[src/rtl/argmax_classifier.sv]
// Streaming argmax over one logit vector per beat, one channel compared per cycle.
// Optional macro ARGMAX_SCORE_EN exposes the winning logit value as out_score.
module argmax_classifier #(
    parameter int unsigned VALUE_BITS = 18,
    parameter int unsigned CHANNELS   = 10,
    parameter int unsigned CLASS_BITS = $clog2(CHANNELS),
    parameter int unsigned COUNT_BITS = 16
) (
    input  logic                                 clk,
    input  logic                                 reset,
    input  logic [CHANNELS-1:0][VALUE_BITS-1:0]  in_data,
    input  logic                                 in_valid,
    output logic                                 in_ready,
    input  logic                                 in_last,
    output logic [CLASS_BITS-1:0]                out_class,
    output logic [COUNT_BITS-1:0]                out_count,
    output logic                                 out_valid,
    input  logic                                 out_ready,
`ifdef ARGMAX_SCORE_EN
    output logic signed [VALUE_BITS-1:0]         out_score,
`endif
    output logic                                 out_last
);

    typedef enum logic [1:0] {
        IDLE = 2'd0,
        SCAN = 2'd1,
        OUT  = 2'd2
    } state_t;

    localparam logic [CLASS_BITS-1:0] LAST_IDX = CLASS_BITS'(CHANNELS - 1);

    state_t                               state, state_n;
    logic [CHANNELS-1:0][VALUE_BITS-1:0]  vec, vec_n;
    logic                                 last_flag, last_flag_n;
    logic [CLASS_BITS-1:0]                best_idx, best_idx_n;
    logic signed [VALUE_BITS-1:0]         best_val, best_val_n;
    logic [CLASS_BITS-1:0]                scan_idx, scan_idx_n;
    logic                                 in_ready_n;
    logic                                 out_valid_n;
    logic [COUNT_BITS-1:0]                out_count_n;

    // State and datapath registers
    always_ff @(posedge clk or posedge reset) begin
        if (reset) begin
            state     <= IDLE;
            vec       <= '0;
            last_flag <= 1'b0;
            best_idx  <= '0;
            best_val  <= '0;
            scan_idx  <= '0;
            in_ready  <= 1'b1;
            out_valid <= 1'b0;
            out_count <= '0;
        end else begin
            state     <= state_n;
            vec       <= vec_n;
            last_flag <= last_flag_n;
            best_idx  <= best_idx_n;
            best_val  <= best_val_n;
            scan_idx  <= scan_idx_n;
            in_ready  <= in_ready_n;
            out_valid <= out_valid_n;
            out_count <= out_count_n;
        end
    end

    // Next-state and next-output logic; handshake flags are precomputed so
    // in_ready/out_valid come straight from flops.
    always_comb begin
        state_n     = state;
        vec_n       = vec;
        last_flag_n = last_flag;
        best_idx_n  = best_idx;
        best_val_n  = best_val;
        scan_idx_n  = scan_idx;
        in_ready_n  = in_ready;
        out_valid_n = out_valid;
        out_count_n = out_count;

        unique case (state)
            IDLE: begin
                if (in_valid) begin
                    vec_n       = in_data;
                    last_flag_n = in_last;
                    best_idx_n  = '0;
                    best_val_n  = $signed(in_data[0]);
                    scan_idx_n  = CLASS_BITS'(1);
                    in_ready_n  = 1'b0;
                    state_n     = SCAN;
                end
            end
            SCAN: begin
                // Strict compare keeps the lowest index on ties
                if ($signed(vec[scan_idx]) > best_val) begin
                    best_idx_n = scan_idx;
                    best_val_n = $signed(vec[scan_idx]);
                end
                scan_idx_n = scan_idx + CLASS_BITS'(1);
                if (scan_idx == LAST_IDX) begin
                    out_valid_n = 1'b1;
                    state_n     = OUT;
                end
            end
            OUT: begin
                if (out_ready) begin
                    out_valid_n = 1'b0;
                    in_ready_n  = 1'b1;
                    out_count_n = out_count + COUNT_BITS'(1);
                    state_n     = IDLE;
                end
            end
            default: begin
                state_n     = IDLE;
                in_ready_n  = 1'b1;
                out_valid_n = 1'b0;
            end
        endcase
    end

    assign out_class = best_idx;
    assign out_last  = last_flag;

`ifdef ARGMAX_SCORE_EN
    assign out_score = best_val;
`else
    // best_val stays internal and only feeds the comparator
`endif

endmodule

[config.mk]
export PLATFORM = sky130hd
export DESIGN_NAME = argmax_classifier
export DESIGN_NICKNAME = d
export VERILOG_FILES = /design/src/rtl/argmax_classifier.sv
export SDC_FILE = /design/constraint.sdc
export NUM_CORES = 1
export LEC_CHECK = 0
export CORE_ASPECT_RATIO = 1.25
export CORE_UTILIZATION = 45
export DETAILED_ROUTE_END_ITERATION = 10
export GPL_ROUTABILITY_DRIVEN = 0
export HOLD_SLACK_MARGIN = 0.03
export PLACE_DENSITY = 0.75
export SYNTH_ARGS = -nofsm -noshare
export SYNTH_HDL_FRONTEND = slang
export SYNTH_SLANG_ARGS = --single-unit
[constraint.sdc]
create_clock -name clk -period 19.5 [get_ports clk]
set_clock_uncertainty 0.2 [all_clocks]
set_input_delay 3.9 -clock clk [delete_from_list [all_inputs] [get_ports clk]]
set_output_delay 3.9 -clock clk [all_outputs]
set_load 0.05 [all_outputs]
==> flow_metrics.py, run 1 <==
metrics = {
    "timing": {
        "rsz0062_at_grt": "no",
        "tightest_slew_ns": 1.07,
        "min_period_ns": 6.17,
        "finalSetupViolCount": 0,
        "hold_slack_ns": 0.279,
        "period_share_pct": 31.7,
        "hold_violations": 0,
        "slew_violations": 0,
        "finalSetupTns_ns": 0,
        "maxSlewHeadroom_pct": 28.6,
        "fmax_ghz": 0.162,
    },
    "setup_path": {
        "r2r_cells": 11,
        "end_kind": "register",
        "crit_family": "buffers and inverters",
        "cp_cell_sequence": "clkdlybuf4s50_1 > nand2b_1 > or2_4 > buf_4 > mux2_2",
        "start_kind": "input port",
        "r2r-end": "best_val[7]",
        "critPathArrivalTime_ns": 6.37,
        "rr_startpoint": "scan_idx[0]",
        "slowest_stage": "buf_4",
        "critPathBufInv": 2,
        "regToRegSetupSlack_ns": 14.21,
        "critPathRequiredTime_ns": 19.70,
        "max_stage_delay_ns": 0.91,
        "critPathKind": "in2reg",
        "crit_path_max_fanout": 83,
    },
    "logic_synthesis": {
        "yosys.area.top_type_share_pct": 52.0,
        "netlist_area_sq_um": 10900,
        "synth_top_family_by_area": "multiplexers",
        "synthCells": 751,
        "synth_compound_area_share_pct": 4.51,
        "avgSynthCellArea_sq_um": 14.5,
        "yosysSeqAreaShare_pct": 52.3,
        "synth-xor-area-share_pct": 1.21,
        "synth_nets": 957,
        "ys_ff_latch": 227,
        "synth-simple-area-share_pct": 3.71,
        "ys_types": 41,
        "muxShareOfSynthArea_pct": 32.8,
        "yosys_warnings": 0,
        "synth_adder_area_share_pct": 2.42,
        "synth_area_leaders": "dfrtp_1 52%, mux2_2 23%, mux4_2 7.5%",
        "yosys.area.top_type": "dfrtp_1",
    },
    "power_and_ir_drop": {
        "power_per_cell_area_nw_per_um2": 178,
        "combPwrFrac_pct": 46.3,
        "clockPowerShare_pct": 18.8,
        "swShare_pct": 33.1,
        "vdd_ir_drop_max_v": 0.000103,
        "intPower_mw": 1.66,
        "p_total_mw": 2.48,
        "seq_power_share_pct": 34.9,
        "switchingPower_mw": 0.823,
        "p_leak_nw": 5.88,
    },
    "status": {
        "run_status": "complete, no violations",
    },
    "drt": {
        "routedWlPerCell_microns": 18.9,
        "drc_errors": 0,
        "drtAntennaViolNets": 0,
        "drt_iter0_markers": 259,
        "vias": 6777,
        "vias_per_cell": 5.27,
        "drt_wl_total_mm": 24.3,
        "first_pass_iters": 4,
    },
    "global_routing": {
        "grt-ovfl-total": 0,
        "met1_usage_pct": 27.8,
        "grt_busiest_layer": "met2",
        "track_usage_pct": 20.4,
        "grt_pass1_wl_mm": 39.3,
        "grt_pass1_vias": 7195,
        "use_met3_pct": 3.95,
        "grt.met2_usage_pct": 33.5,
        "grt_max_degree": 119,
        "antenna_found_initial": 0,
    },
    "cts": {
        "cts_hold_buf": 0,
        "cts_buffers": 25,
        "cts_num_sinks": 227,
        "post_cts_buffers": 0,
        "cts_tree": "built",
        "cts_root_buf": "clkbuf_16",
        "post_cts_resized": 0,
        "clock_path_buffers": 3,
        "clk_latency_ns": 0.52,
        "clkTransAtPathRegs_ns": 0.06,
        "htreeDepth": 1,
    },
    "floorplan": {
        "placementRows": 63,
        "start_util_pct": 45.8,
        "core_area_sq_um": 23700,
        "ios": 208,
        "dieHeight_microns": 176,
        "die_area_sq_um": 24800,
        "die_w_microns": 141,
    },
    "hold_path": {
        "hold_end": "out_count[15]",
        "min_from": "out_count[15]",
        "min_path_cells": 1,
        "hp-class": "reg2reg",
    },
    "final_layout": {
        "drive_gt1_share_pct": 36.3,
        "final_common_cell": "dfrtp_1",
        "finalInstanceArea_sq_um": 14000,
        "mostFrequentLayoutCells": "223 x dfrtp_1, 218 x mux2_2, 207 x clkdlybuf4s50_1",
        "area_growth_pct": 28.7,
        "layout.nets": 1151,
        "diodes": 0,
        "instances_no_fill": 1287,
    },
    "placed_design": {
        "place_hpwl_mm": 16.9,
        "placed_area_sq_um": 13200,
        "io_buffers": 207,
        "dp.cells": 1243,
    },
    "run": {
        "cap_violations": 0,
    },
}
[power groups by stage]
stage / clock network [mW] / registers, mW / logic [mW]
CTS: 0.480 / 0.868 / 1.16
finish: 0.467 / 0.867 / 1.15
global placement: 0 / 0.864 / 1.13
floorplan: 0 / 0.809 / 0.961
global route: 0.502 / 0.899 / 1.25
detailed placement: 0 / 0.875 / 1.16
[cell families after synthesis]
logic type      Yosys count
mux                     275
simple gates             83
buf+inv                  70
fa+ha+maj                21
flops                   227
xor+xnor                 15
compound gates           60
[layout make-up]
class | count | area [sq um]
fill | 1885 | 9740
sequential | 227 | 5690
multi-input combinational | 454 | 4870
timing repair buffer | 214 | 2120
clock buffer | 34 | 709
tap | 325 | 407
clock inverter | 10 | 103
inverter | 23 | 93.8
[worst max path at each step]
stage                               to  slack (ns)  cells after the start      from
after floorplan            best_val[0]        9.18                      1     reset
after global placement        vec[139]       12.79                      5  in_valid
after detailed placement  best_val[14]       12.78                      5  in_valid
after CTS                     vec[116]       13.32                      5  in_valid
after global routing           vec[11]       13.17                      5  in_valid
final                         vec[136]       13.33                      5  in_valid
[stage by stage]
| stage | util [%] | setup WS (ns) |
|---|---|---|
| 2_1_floorplan | - | 9.18 |
| 4_1_cts | 59.0 | 13.32 |
| 6_report | 59.0 | 13.33 |
| 3_5_place_dp | 55.5 | 12.78 |
| 5_1_grt | 59.0 | 13.17 |
| 3_3_place_gp | 55.5 | 12.79 |
[cells in the mapped netlist, drive strengths merged]
library cell / count
mux2: 237
dfrtp: 226
nand2: 37
mux4: 36
buf: 32
a21oi: 28
inv: 23
ha: 21
a221oi: 17
clkbuf: 15
nand3: 12
nor2: 12
xnor2: 12
nand4: 8
o21ai: 7
xor2: 3
a31oi: 2
and3: 2
mux2i: 2
nand2b: 2
nor2b: 2
nor3: 2
o221ai: 2
a211oi: 1
a21o: 1
a22oi: 1
and2: 1
and3b: 1
and4: 1
dfstp: 1
nand3b: 1
nor4: 1
o21a: 1
or2: 1
[registers in the layout, summed over array words and instances, names as in the netlist]
name and count:
out_last 1, scan_idx 4, vec 180, out_class 4
out_valid 1, state 2, out_count 16, in_ready 1
best_val 18
[layer usage]
layer	wire, microns	vias to the layer above
met5	0	-
met4	380	0
met3	1320	34
met2	11900	172
met1	10700	3441
li1	-	3130
(Power assumes the default switching activity.)
==> run 2, diff against run 1 <==
- PLACE_DENSITY: 0.75 -> 0.77
- clock period: 19.5 -> 5.2 ns (I/O delays scaled with it)
==> run 2 against run 1 <==
  * Critical path depth up 7
  * Clock-buffer cell count is 4 lower
  * Sequential share of layout area down 0.24 points
  * Sequential power rose to 3.8 times the previous value
  * Sequential cell count stayed put
  * Non-clock buffer count rose by 5
  * Via count grew 0.91%
  * Design area is 0.60% higher
  * Routed wire length grew 3.2%
  * Highest routed layer unchanged
==> flow_metrics.py, run 2 (synthesized netlist as in run 1, its figures left out) <==
metrics = {
    "final_layout": {
        "area_growth_pct": 29.4,
        "top_register": "vec",
        "drive_gt1_share_pct": 36.6,
        "finalInstanceArea_sq_um": 14100,
        "layout.nets": 1155,
        "largest_reg_flops": 180,
        "top_regs": "vec: 180 flops, best_val: 18 flops, out_count: 16 flops",
        "multi_input_area_sq_um": 4870,
        "mostFrequentLayoutCells": "223 x dfrtp_1, 218 x mux2_2, 207 x clkdlybuf4s50_1",
        "final_common_cell": "dfrtp_1",
        "fill_cells": 1880,
        "seq_area_sq_um": 5690,
    },
    "setup_path": {
        "end_kind": "register",
        "start_kind": "register",
        "max_stage_delay_ns": 0.89,
        "cp_cell_sequence": "buf_12 > mux4_2 > a221oi_2 > a21oi_1 > ha_1 > nand4_1 > nor4_2 > a211oi_1 > mux2i_1 > nand3_2 > buf_4 > mux2_4",
        "critPathRequiredTime_ns": 5.40,
        "slowest_stage": "dfrtp_4",
        "crit_path_max_fanout": 34,
        "critPathKind": "reg2reg",
        "critPathArrivalTime_ns": 4.71,
        "critPathBufInv": 2,
        "crit_family": "multiplexers",
    },
    "global_routing": {
        "use_met3_pct": 3.19,
        "grt-ovfl-total": 0,
        "grt.met2_usage_pct": 34.5,
        "antenna_found_initial": 1,
        "grt_max_degree": 116,
        "met1_usage_pct": 28.8,
        "grt_pass1_wl_mm": 40.2,
        "grt_busiest_layer": "met2",
        "grt_pass1_vias": 7282,
        "track_usage_pct": 21.0,
    },
    "cts": {
        "clk_latency_ns": 0.52,
        "htreeDepth": 1,
        "cts_num_sinks": 227,
        "cts_tree": "built",
        "cts_hold_buf": 0,
        "clkTransAtPathRegs_ns": 0.06,
        "clock_path_buffers": 3,
        "cts_buffers": 24,
        "post_cts_resized": 0,
        "post_cts_buffers": 0,
        "cts_root_buf": "clkbuf_16",
    },
    "floorplan": {
        "die_area_sq_um": 24800,
        "die_w_microns": 141,
        "dieHeight_microns": 176,
        "start_util_pct": 45.8,
        "ios": 208,
        "core_area_sq_um": 23700,
        "placementRows": 63,
    },
    "power_and_ir_drop": {
        "p_leak_nw": 5.91,
        "vdd_ir_drop_max_v": 0.000418,
        "power_per_cell_area_nw_per_um2": 666,
    },
    "run": {
        "cap_violations": 0,
    },
    "timing": {
        "hold_slack_ns": 0.281,
        "min_period_ns": 4.51,
        "rsz0062_at_grt": "no",
        "tightest_slew_ns": 0.945,
        "finalSetupViolCount": 0,
        "hold_violations": 0,
        "period_share_pct": 86.7,
        "fmax_ghz": 0.222,
        "finalSetupTns_ns": 0,
        "timing.final.ws_setup_ns": 0.691,
        "slew_violations": 0,
        "maxSlewHeadroom_pct": 37.0,
    },
    "drt": {
        "drt_wl_total_mm": 25.0,
        "routedWlPerCell_microns": 19.4,
        "drc_errors": 0,
        "vias": 6839,
        "vias_per_cell": 5.29,
        "drtAntennaViolNets": 0,
        "drt_iter0_markers": 252,
        "first_pass_iters": 4,
    },
    "status": {
        "run_status": "complete, no violations",
    },
    "placed_design": {
        "io_buffers": 207,
        "placed_area_sq_um": 13300,
        "dp_slack_ns": 0.724,
        "place_hpwl_mm": 17.6,
    },
    "hold_path": {
        "hp-class": "reg2reg",
    },
}
==> run 2: changes by cell type in the layout (fill, tap and decap cells not counted), sizes merged <==
cell / change
buf: +5
bufinv: +1
clkbuf: -4
clkinv: +1
clkinvlp: +3
diode: +2
inv: -1
==> run 2: worst register-to-register path, cell delays in order (launching register included) <==
cell      delay [ns]
dfrtp_4         0.89
buf_12          0.30
mux4_2          0.55
a221oi_2        0.27
a21oi_1         0.09
ha_1            0.39
nand4_1         0.19
nor4_2          0.31
a211oi_1        0.15
mux2i_1         0.20
nand3_2         0.18
buf_4           0.32
mux2_4          0.35
==> run 2: where the power goes <==
group          total, mW  switching (mW)  internal, mW
Clock               1.75           0.706          1.04
Combinational       4.37            1.82          2.55
Sequential          3.26           0.623          2.64
Total               9.38            3.14          6.23
==> run 2: cell type report <==
cell class                      instances  area share, %
Tap cell                              325           2.89
Timing Repair Buffer                  219           15.7
Antenna cell                            2         0.0356
Clock inverter                         14           1.08
Multi-Input combinational cell        454           34.6
Sequential cell                       227           40.4
Inverter                               23          0.640
Clock buffer                           30           4.65
==> run 2: metrics by stage <==
step                power, mW  utilization, %  instances
floorplan                6.64               -        751
global placement         7.48            55.9       1248
detailed placement       7.62            55.9       1248
CTS                      9.44            59.3       1292
global route             9.96            59.3       1293
finish                   9.38            59.3       1294
==> run 2: routing by layer <==
layer  wire length (microns)  up-vias
met5                       0        -
met4                     506        0
met3                    1290       31
met2                   12200      190
met1                   11100     3468
li1                        -     3150
==> run 2: final timing paths <==
kind                                 end  slack [ns]  depth (start not counted)     startpoint
setup reg to reg            best_val[11]        0.69                         12    scan_idx[0]
max in group asynchronous       vec[149]        3.34                          3          reset
hold reg to reg            out_count[15]        0.28                          1  out_count[15]
hold / removal             out_count[15]        0.28                          1  out_count[15]
setup / recovery            best_val[11]        0.69                         12    scan_idx[0]
min in group asynchronous        vec[15]        0.59                          2          reset
==> run 3, diff against run 2 <==
- ABC_CLOCK_PERIOD_IN_PS: not set -> 5200
==> results of run 3 <==
The final DEF is identical to that of run 2; final timing and power are the same.
